### config.mk
export PLATFORM = sky130hd
export DESIGN_NAME = uparc_memory_access
export DESIGN_NICKNAME = d
export VERILOG_FILES = /design/src/rtl/uparc_memory_access.sv
export SDC_FILE = /design/constraint.sdc
export NUM_CORES = 1
export LEC_CHECK = 0
export ABC_CLOCK_PERIOD_IN_PS = 3200
export CAP_MARGIN = 20
export CORE_ASPECT_RATIO = 1.75
export CORE_UTILIZATION = 40
export DETAILED_ROUTE_END_ITERATION = 12
export GPL_ROUTABILITY_DRIVEN = 0
export PLACE_DENSITY = 0.69
export SETUP_SLACK_MARGIN = 0.3
export SLEW_MARGIN = 20
export SYNTH_ARGS = -nofsm -noshare
export SYNTH_HDL_FRONTEND = slang
export SYNTH_SLANG_ARGS = --single-unit
### constraint.sdc
create_clock -name clk -period 3.2 [get_ports clk]
set_clock_uncertainty 0.05 [all_clocks]
set_input_delay 0.64 -clock clk [delete_from_list [all_inputs] [get_ports clk]]
set_output_delay 0.64 -clock clk [all_outputs]
set_load 0.1 [all_outputs]
### src/rtl/uparc_memory_access.sv
// uparc_memory_access
// Memory access stage of the Ultiparc pipeline. It issues at most one data
// bus transaction at a time and stalls the core while that transaction is in
// flight. It aligns and extends load data, detects misaligned accesses, and
// otherwise passes the ALU result through to writeback.
module uparc_memory_access (
  input  logic        clk,
  input  logic        nrst,
  // stalls from other units and pipeline kill
  input  logic        i_exec_stall,
  input  logic        i_fetch_stall,
  input  logic        i_wait_stall,
  input  logic        i_nullify,
  output logic        o_mem_stall,
  output logic        o_addr_error,
  output logic        o_bus_error,
  // from execute
  input  logic [4:0]  i_rd_no,
  input  logic [31:0] i_alu_result,
  input  logic [1:0]  i_lsu_op,
  input  logic        i_lsu_lns,
  input  logic        i_lsu_ext,
  input  logic [31:0] i_mem_data,
  // to writeback
  output logic [4:0]  o_rd_no,
  output logic [31:0] o_rd_val,
  // data bus
  output logic [31:0] o_dbus_addr,
  output logic [1:0]  o_dbus_cmd,
  output logic [3:0]  o_dbus_ben,
  output logic [31:0] o_dbus_wdata,
  input  logic [31:0] i_dbus_rdata,
  input  logic        i_dbus_rdy,
  input  logic        i_dbus_err
);

  typedef enum logic [1:0] {
    ST_IDLE = 2'd0,
    ST_REQ  = 2'd1,
    ST_DONE = 2'd2
  } state_t;

  localparam logic [1:0] OP_NONE   = 2'b00;
  localparam logic [1:0] OP_BYTE   = 2'b01;
  localparam logic [1:0] OP_HALF   = 2'b10;
  localparam logic [1:0] OP_WORD   = 2'b11;

  localparam logic [1:0] CMD_NONE  = 2'b00;
  localparam logic [1:0] CMD_READ  = 2'b01;
  localparam logic [1:0] CMD_WRITE = 2'b10;

  // A halfword must sit on an even address, a word on a 4-byte boundary.
  function automatic logic misaligned_f(input logic [1:0] op, input logic [1:0] a);
    logic r;
    case (op)
      OP_HALF: r = a[0];
      OP_WORD: r = (a != 2'b00);
      default: r = 1'b0;
    endcase
    return r;
  endfunction

  // Byte lanes touched by the access; little-endian, lane = addr[1:0].
  function automatic logic [3:0] ben_f(input logic [1:0] op, input logic [1:0] a);
    logic [3:0] r;
    case (op)
      OP_BYTE: r = 4'b0001 << a;
      OP_HALF: r = 4'b0011 << a;
      OP_WORD: r = 4'b1111;
      default: r = 4'b0000;
    endcase
    return r;
  endfunction

  // Store data replicated across all lanes so the enabled lanes carry it.
  function automatic logic [31:0] wdata_f(input logic [1:0] op, input logic [31:0] rt);
    logic [31:0] r;
    case (op)
      OP_BYTE: r = {4{rt[7:0]}};
      OP_HALF: r = {2{rt[15:0]}};
      OP_WORD: r = rt;
      default: r = 32'h0000_0000;
    endcase
    return r;
  endfunction

  // Shift the addressed lane down to bit 0, truncate, then sign/zero extend.
  function automatic logic [31:0] load_f(input logic [1:0] op, input logic ext,
                                         input logic [1:0] off, input logic [31:0] rdata);
    logic [31:0] sh;
    logic [31:0] r;
    sh = rdata >> {off, 3'b000};
    case (op)
      OP_BYTE: r = {{24{ext & sh[7]}}, sh[7:0]};
      OP_HALF: r = {{16{ext & sh[15]}}, sh[15:0]};
      OP_WORD: r = sh;
      default: r = 32'h0000_0000;
    endcase
    return r;
  endfunction

  // state and captured request
  state_t      state_q,   state_d;
  logic [1:0]  cmd_q,     cmd_d;
  logic [29:0] addr_q,    addr_d;
  logic [3:0]  ben_q,     ben_d;
  logic [31:0] wdata_q,   wdata_d;
  logic [4:0]  rd_cap_q,  rd_cap_d;
  logic [1:0]  op_q,      op_d;
  logic        ext_q,     ext_d;
  logic [1:0]  off_q,     off_d;
  // writeback outputs
  logic [4:0]  rd_no_q,   rd_no_d;
  logic [31:0] rd_val_q,  rd_val_d;
  logic        bus_err_q, bus_err_d;

  logic ostall_s;
  logic mem_op_s;
  logic misalign_s;
  logic issue_s;

  assign ostall_s   = i_exec_stall | i_fetch_stall | i_wait_stall;
  assign mem_op_s   = (i_lsu_op != OP_NONE) & ~i_nullify;
  assign misalign_s = misaligned_f(i_lsu_op, i_alu_result[1:0]);
  assign issue_s    = (state_q == ST_IDLE) & mem_op_s & ~misalign_s;

  assign o_mem_stall  = issue_s | ((state_q == ST_REQ) & ~i_dbus_rdy);
  assign o_addr_error = (state_q == ST_IDLE) & mem_op_s & misalign_s;

  assign o_bus_error  = bus_err_q;
  assign o_rd_no      = rd_no_q;
  assign o_rd_val     = rd_val_q;
  assign o_dbus_cmd   = cmd_q;
  assign o_dbus_addr  = {addr_q, 2'b00};
  assign o_dbus_ben   = ben_q;
  assign o_dbus_wdata = wdata_q;

  // Next-state, request capture and writeback update for the bus FSM.
  always_comb begin
    state_d   = state_q;
    cmd_d     = cmd_q;
    addr_d    = addr_q;
    ben_d     = ben_q;
    wdata_d   = wdata_q;
    rd_cap_d  = rd_cap_q;
    op_d      = op_q;
    ext_d     = ext_q;
    off_d     = off_q;
    rd_no_d   = rd_no_q;
    rd_val_d  = rd_val_q;
    bus_err_d = 1'b0;

    case (state_q)
      ST_IDLE: begin
        if (!ostall_s) begin
          if (mem_op_s && !misalign_s) begin
            // launch the transfer and send a bubble down the pipe
            state_d  = ST_REQ;
            cmd_d    = i_lsu_lns ? CMD_WRITE : CMD_READ;
            addr_d   = i_alu_result[31:2];
            ben_d    = ben_f(i_lsu_op, i_alu_result[1:0]);
            wdata_d  = wdata_f(i_lsu_op, i_mem_data);
            rd_cap_d = i_rd_no;
            op_d     = i_lsu_op;
            ext_d    = i_lsu_ext;
            off_d    = i_alu_result[1:0];
            rd_no_d  = 5'd0;
          end else if (mem_op_s) begin
            // misaligned: no bus cycle, no register write
            rd_no_d = 5'd0;
          end else begin
            rd_no_d  = i_nullify ? 5'd0 : i_rd_no;
            rd_val_d = i_alu_result;
          end
        end else begin
          state_d = ST_IDLE;
        end
      end

      ST_REQ: begin
        if (i_dbus_rdy) begin
          // completion: the result is captured now because rdata is only
          // valid with rdy; DONE then holds it while the core is stalled
          cmd_d   = CMD_NONE;
          state_d = ostall_s ? ST_DONE : ST_IDLE;
          if (i_dbus_err) begin
            rd_no_d   = 5'd0;
            bus_err_d = 1'b1;
          end else if (i_nullify) begin
            rd_no_d = 5'd0;
          end else if (cmd_q == CMD_READ) begin
            rd_no_d  = rd_cap_q;
            rd_val_d = load_f(op_q, ext_q, off_q, i_dbus_rdata);
          end else begin
            rd_no_d = 5'd0;
          end
        end else begin
          state_d = ST_REQ;
        end
      end

      ST_DONE: begin
        // the finished instruction is still at the inputs; wait for it to leave
        if (!ostall_s) begin
          state_d = ST_IDLE;
        end else begin
          state_d = ST_DONE;
        end
      end

      default: begin
        state_d = ST_IDLE;
        cmd_d   = CMD_NONE;
      end
    endcase
  end

  // State, request and writeback registers; reset drops any pending command.
  always_ff @(posedge clk or negedge nrst) begin
    if (!nrst) begin
      state_q   <= ST_IDLE;
      cmd_q     <= CMD_NONE;
      addr_q    <= 30'd0;
      ben_q     <= 4'b0000;
      wdata_q   <= 32'h0000_0000;
      rd_cap_q  <= 5'd0;
      op_q      <= OP_NONE;
      ext_q     <= 1'b0;
      off_q     <= 2'b00;
      rd_no_q   <= 5'd0;
      rd_val_q  <= 32'h0000_0000;
      bus_err_q <= 1'b0;
    end else begin
      state_q   <= state_d;
      cmd_q     <= cmd_d;
      addr_q    <= addr_d;
      ben_q     <= ben_d;
      wdata_q   <= wdata_d;
      rd_cap_q  <= rd_cap_d;
      op_q      <= op_d;
      ext_q     <= ext_d;
      off_q     <= off_d;
      rd_no_q   <= rd_no_d;
      rd_val_q  <= rd_val_d;
      bus_err_q <= bus_err_d;
    end
  end

endmodule

==> impl_metrics.ini <==
[status]
outcome = finished clean

[timing]
setup_tns_ps = 0
min_period_over_period_pct = 87.76
max_freq_ghz = 0.3561
worstMarginPinSlew_ps = 581.6
final-setup-viol-count = 0
rsz0062_at_grt = false
final_hold_viol_count = 0
slew_viol_final = 0
slew_headroom_pct = 61.23
layout_min_cycle_time_ps = 2808

[floorplan]
num_rows = 59
die_h_um = 164.9
pin_count = 223
start_util_pct = 40.90
core_mm2 = 0.01484
die_width_um = 95.11
die_area_mm2 = 0.01569

[cells_and_area]
stdcell_count = 1048
layout_common_cells = nand2_1, buf_4, dfrtp_1
regArea_mm2 = 0.002953
diodes = 0
nets = 972
drive_gt1_share_pct = 24.51
final_common_cell = nand2_1
nFillCells = 1309
multi_input_area_mm2 = 0.002821
area_growth_syn_to_layout_pct = 44.62

[job]
drv_cap = 0

[route]
wl_per_cell_um = 18.92
vias = 5761
drc_errors = 0
drt_iter0_markers = 316
first_pass_iters = 7
avgViaCountPerCell = 5.497
drtAntennaViolNets = 0
routed_wl_mm = 19.82

[clock_tree]
cts.reportedPaths.clkPinSlew_ps = 60
cts-root-buf = clkbuf_16
cts_tree = done
cts_hold_buf = 0
clock_latency_ps = 410
cts_max_path_buffers = 2
numCtsBuffers = 17
cts_sinks = 118
cts_setup_buffers = 0
h-tree-depth = 4

[yosys]
synth-main-ff-cell = dfrtp_1
synth_edf_count = 0
syn-cell-area_mm2 = 0.006068
seq_area_frac_synth_pct = 48.66
ys_types = 48
syn_area_per_cell_um2 = 9.452
async_reset_ff_share_pct = 100.0
synthCells = 642
synth_seq_cells = 118
yosys_warnings = 0

[power]
p_seq_share_pct = 25.1
p_per_area_mw_per_mm2 = 996.6
p_leak_nw = 4.009
power_mw = 8.746
comb_power_share_pct = 52.7
p_sw_share_pct = 52.40
clkPwrFrac_pct = 22.2
p_switching_mw = 4.583
ir_drop_mv = 0.5674
internal-power_mw = 4.163

[placed_design]
dp_hpwl_mm = 15.02
portBuffers = 220
dp.cells = 1016

[worst_setup_path]
cp_top_family = simple AND/OR/NAND/NOR gates
arrival_ps = 2120
path_max_fanout = 6
crit_path_end_kind = primary output
critPathBufInv = 2
worst_path_largest_cell_delay_ps = 550
critPathLaunchType = input pin
required_ps = 2510
path_cells = dlygate4sd2_1 -> o21ai_2 -> a21oi_2 -> or4_4 -> a21oi_4 -> buf_12
path_class = input pin to primary output
crit_slowest_cell = or4_4

[global_route]
grt_usage_pct = 25.81
grt_max_degree = 87
grt_pass1_vias = 5902
use_met1_pct = 27.10
grt_pass1_wl_mm = 30.37
antenna_found_initial = 0
grt-ovfl-total = 0
globalRouteMet2Util_pct = 46.33
grt_use_met3_pct = 5.755
grt.busiest_layer = met2

[min_path]
hold_path.class = input pin to async pin
==> cell type report <==
cell class              instances  area share [%]
clock inverters                12           1.739
flip-flops and latches        118           33.65
well taps                     183           2.609
inverters                       4          0.1711
multi-input cells             466           32.15
clock buffers                  20           5.090
repair buffers                245           24.59
==> synth_stat cells, types with 5 or more instances <==
cell / instances / area [um2]
nand2_1: 185 / 694.4
dfrtp_1: 118 / 2953
a21oi_1: 35 / 175.2
nor2_1: 32 / 120.1
a22oi_1: 31 / 232.7
o31ai_1: 30 / 225.2
clkbuf_1: 23 / 86.33
a211oi_1: 14 / 105.1
buf_6: 12 / 135.1
nor2b_1: 12 / 75.07
a31oi_1: 11 / 68.82
mux2i_1: 11 / 110.1
a2bb2oi_1: 9 / 78.83
mux2_2: 9 / 101.4
nand3_1: 9 / 45.04
a222oi_1: 8 / 80.08
buf_2: 8 / 40.04
buf_4: 8 / 60.06
o22a_1: 8 / 70.07
ha_1: 7 / 87.58
o2bb2ai_1: 7 / 61.31
o21ai_2: 6 / 52.55
a32oi_1: 5 / 43.79
==> timing repair <==
item                                    4_1_cts  5_1_grt
resized for setup                            11        7
endpoints found under the setup margin        2        1
pin swaps                                     2        4
==> path summary, 6_finish.rpt <==
path                                 startpoint               to  slack (ps)  depth (start not counted)
min in group clk                o_dbus_wdata[1]  o_dbus_wdata[1]         420                          2
worst min-delay path                       nrst  o_dbus_wdata[3]          60                          1
max in group asynchronous                  nrst       addr_q[17]        2360                          2
worst max-delay path            i_alu_result[0]      o_mem_stall         390                          6
worst max register to register         off_q[1]     o_rd_val[19]        1050                          5
worst min register to register  o_dbus_wdata[1]  o_dbus_wdata[1]         420                          2
==> flip-flops by register name (all words and copies together), names as in the netlist, 4 cells and up <==
signal        count
o_dbus_wdata     32
o_rd_val         32
addr_q           30
o_rd_no           5
rd_cap_q          5
o_dbus_ben        4
==> cell families after synthesis <==
family / Yosys count / share of synthesized area (%)
other: 1 / 0.06180
DFF: 118 / 48.66
buffers and inverters: 59 / 5.814
AOI/OAI and AO/OA: 175 / 21.90
muxes: 20 / 3.485
and+or+nand+nor: 262 / 18.64
adders and majority gates: 7 / 1.443
==> through the flow <==
step / hold slack [ps] / cell area (um2) / utilization, % / setup WS, ps
4_1_cts: 52.43 / 8765 / 59.07 / 315.6
6_report: 59.35 / 8776 / 59.15 / 391.6
3_5_place_dp: 412.3 / 8155 / 54.96 / 87.33
5_1_grt: 56.78 / 8776 / 59.15 / 327.0
2_1_floorplan: 294.4 / 6107 / - / 242.3
3_3_place_gp: 408.1 / 8155 / 54.96 / 112.3
==> power groups by stage <==
stage	logic, mW	registers, mW	clock network (mW)
floorplan	0.840	4.87	0
global placement	4.58	2.19	0
detailed placement	4.62	2.22	0
CTS	4.62	2.20	1.97
global route	4.77	2.25	2.04
finish	4.61	2.19	1.94
==> worst reg2reg max path: cells and delay by family (launching register included) <==
| kind | cells | cell delay (ps) |
|---|---|---|
| compound gates | 3 | 680 |
| mux | 1 | 420 |
| simple gates | 1 | 430 |
| flops | 1 | 430 |
==> metal layers <==
metal	part of all wire [%]	routed length, um
met2	52	10340
met5	0	0
met4	5.4	1068
met1	36	7049
met3	6.9	1362
No activity file was read; power rests on OpenSTA's default activity.
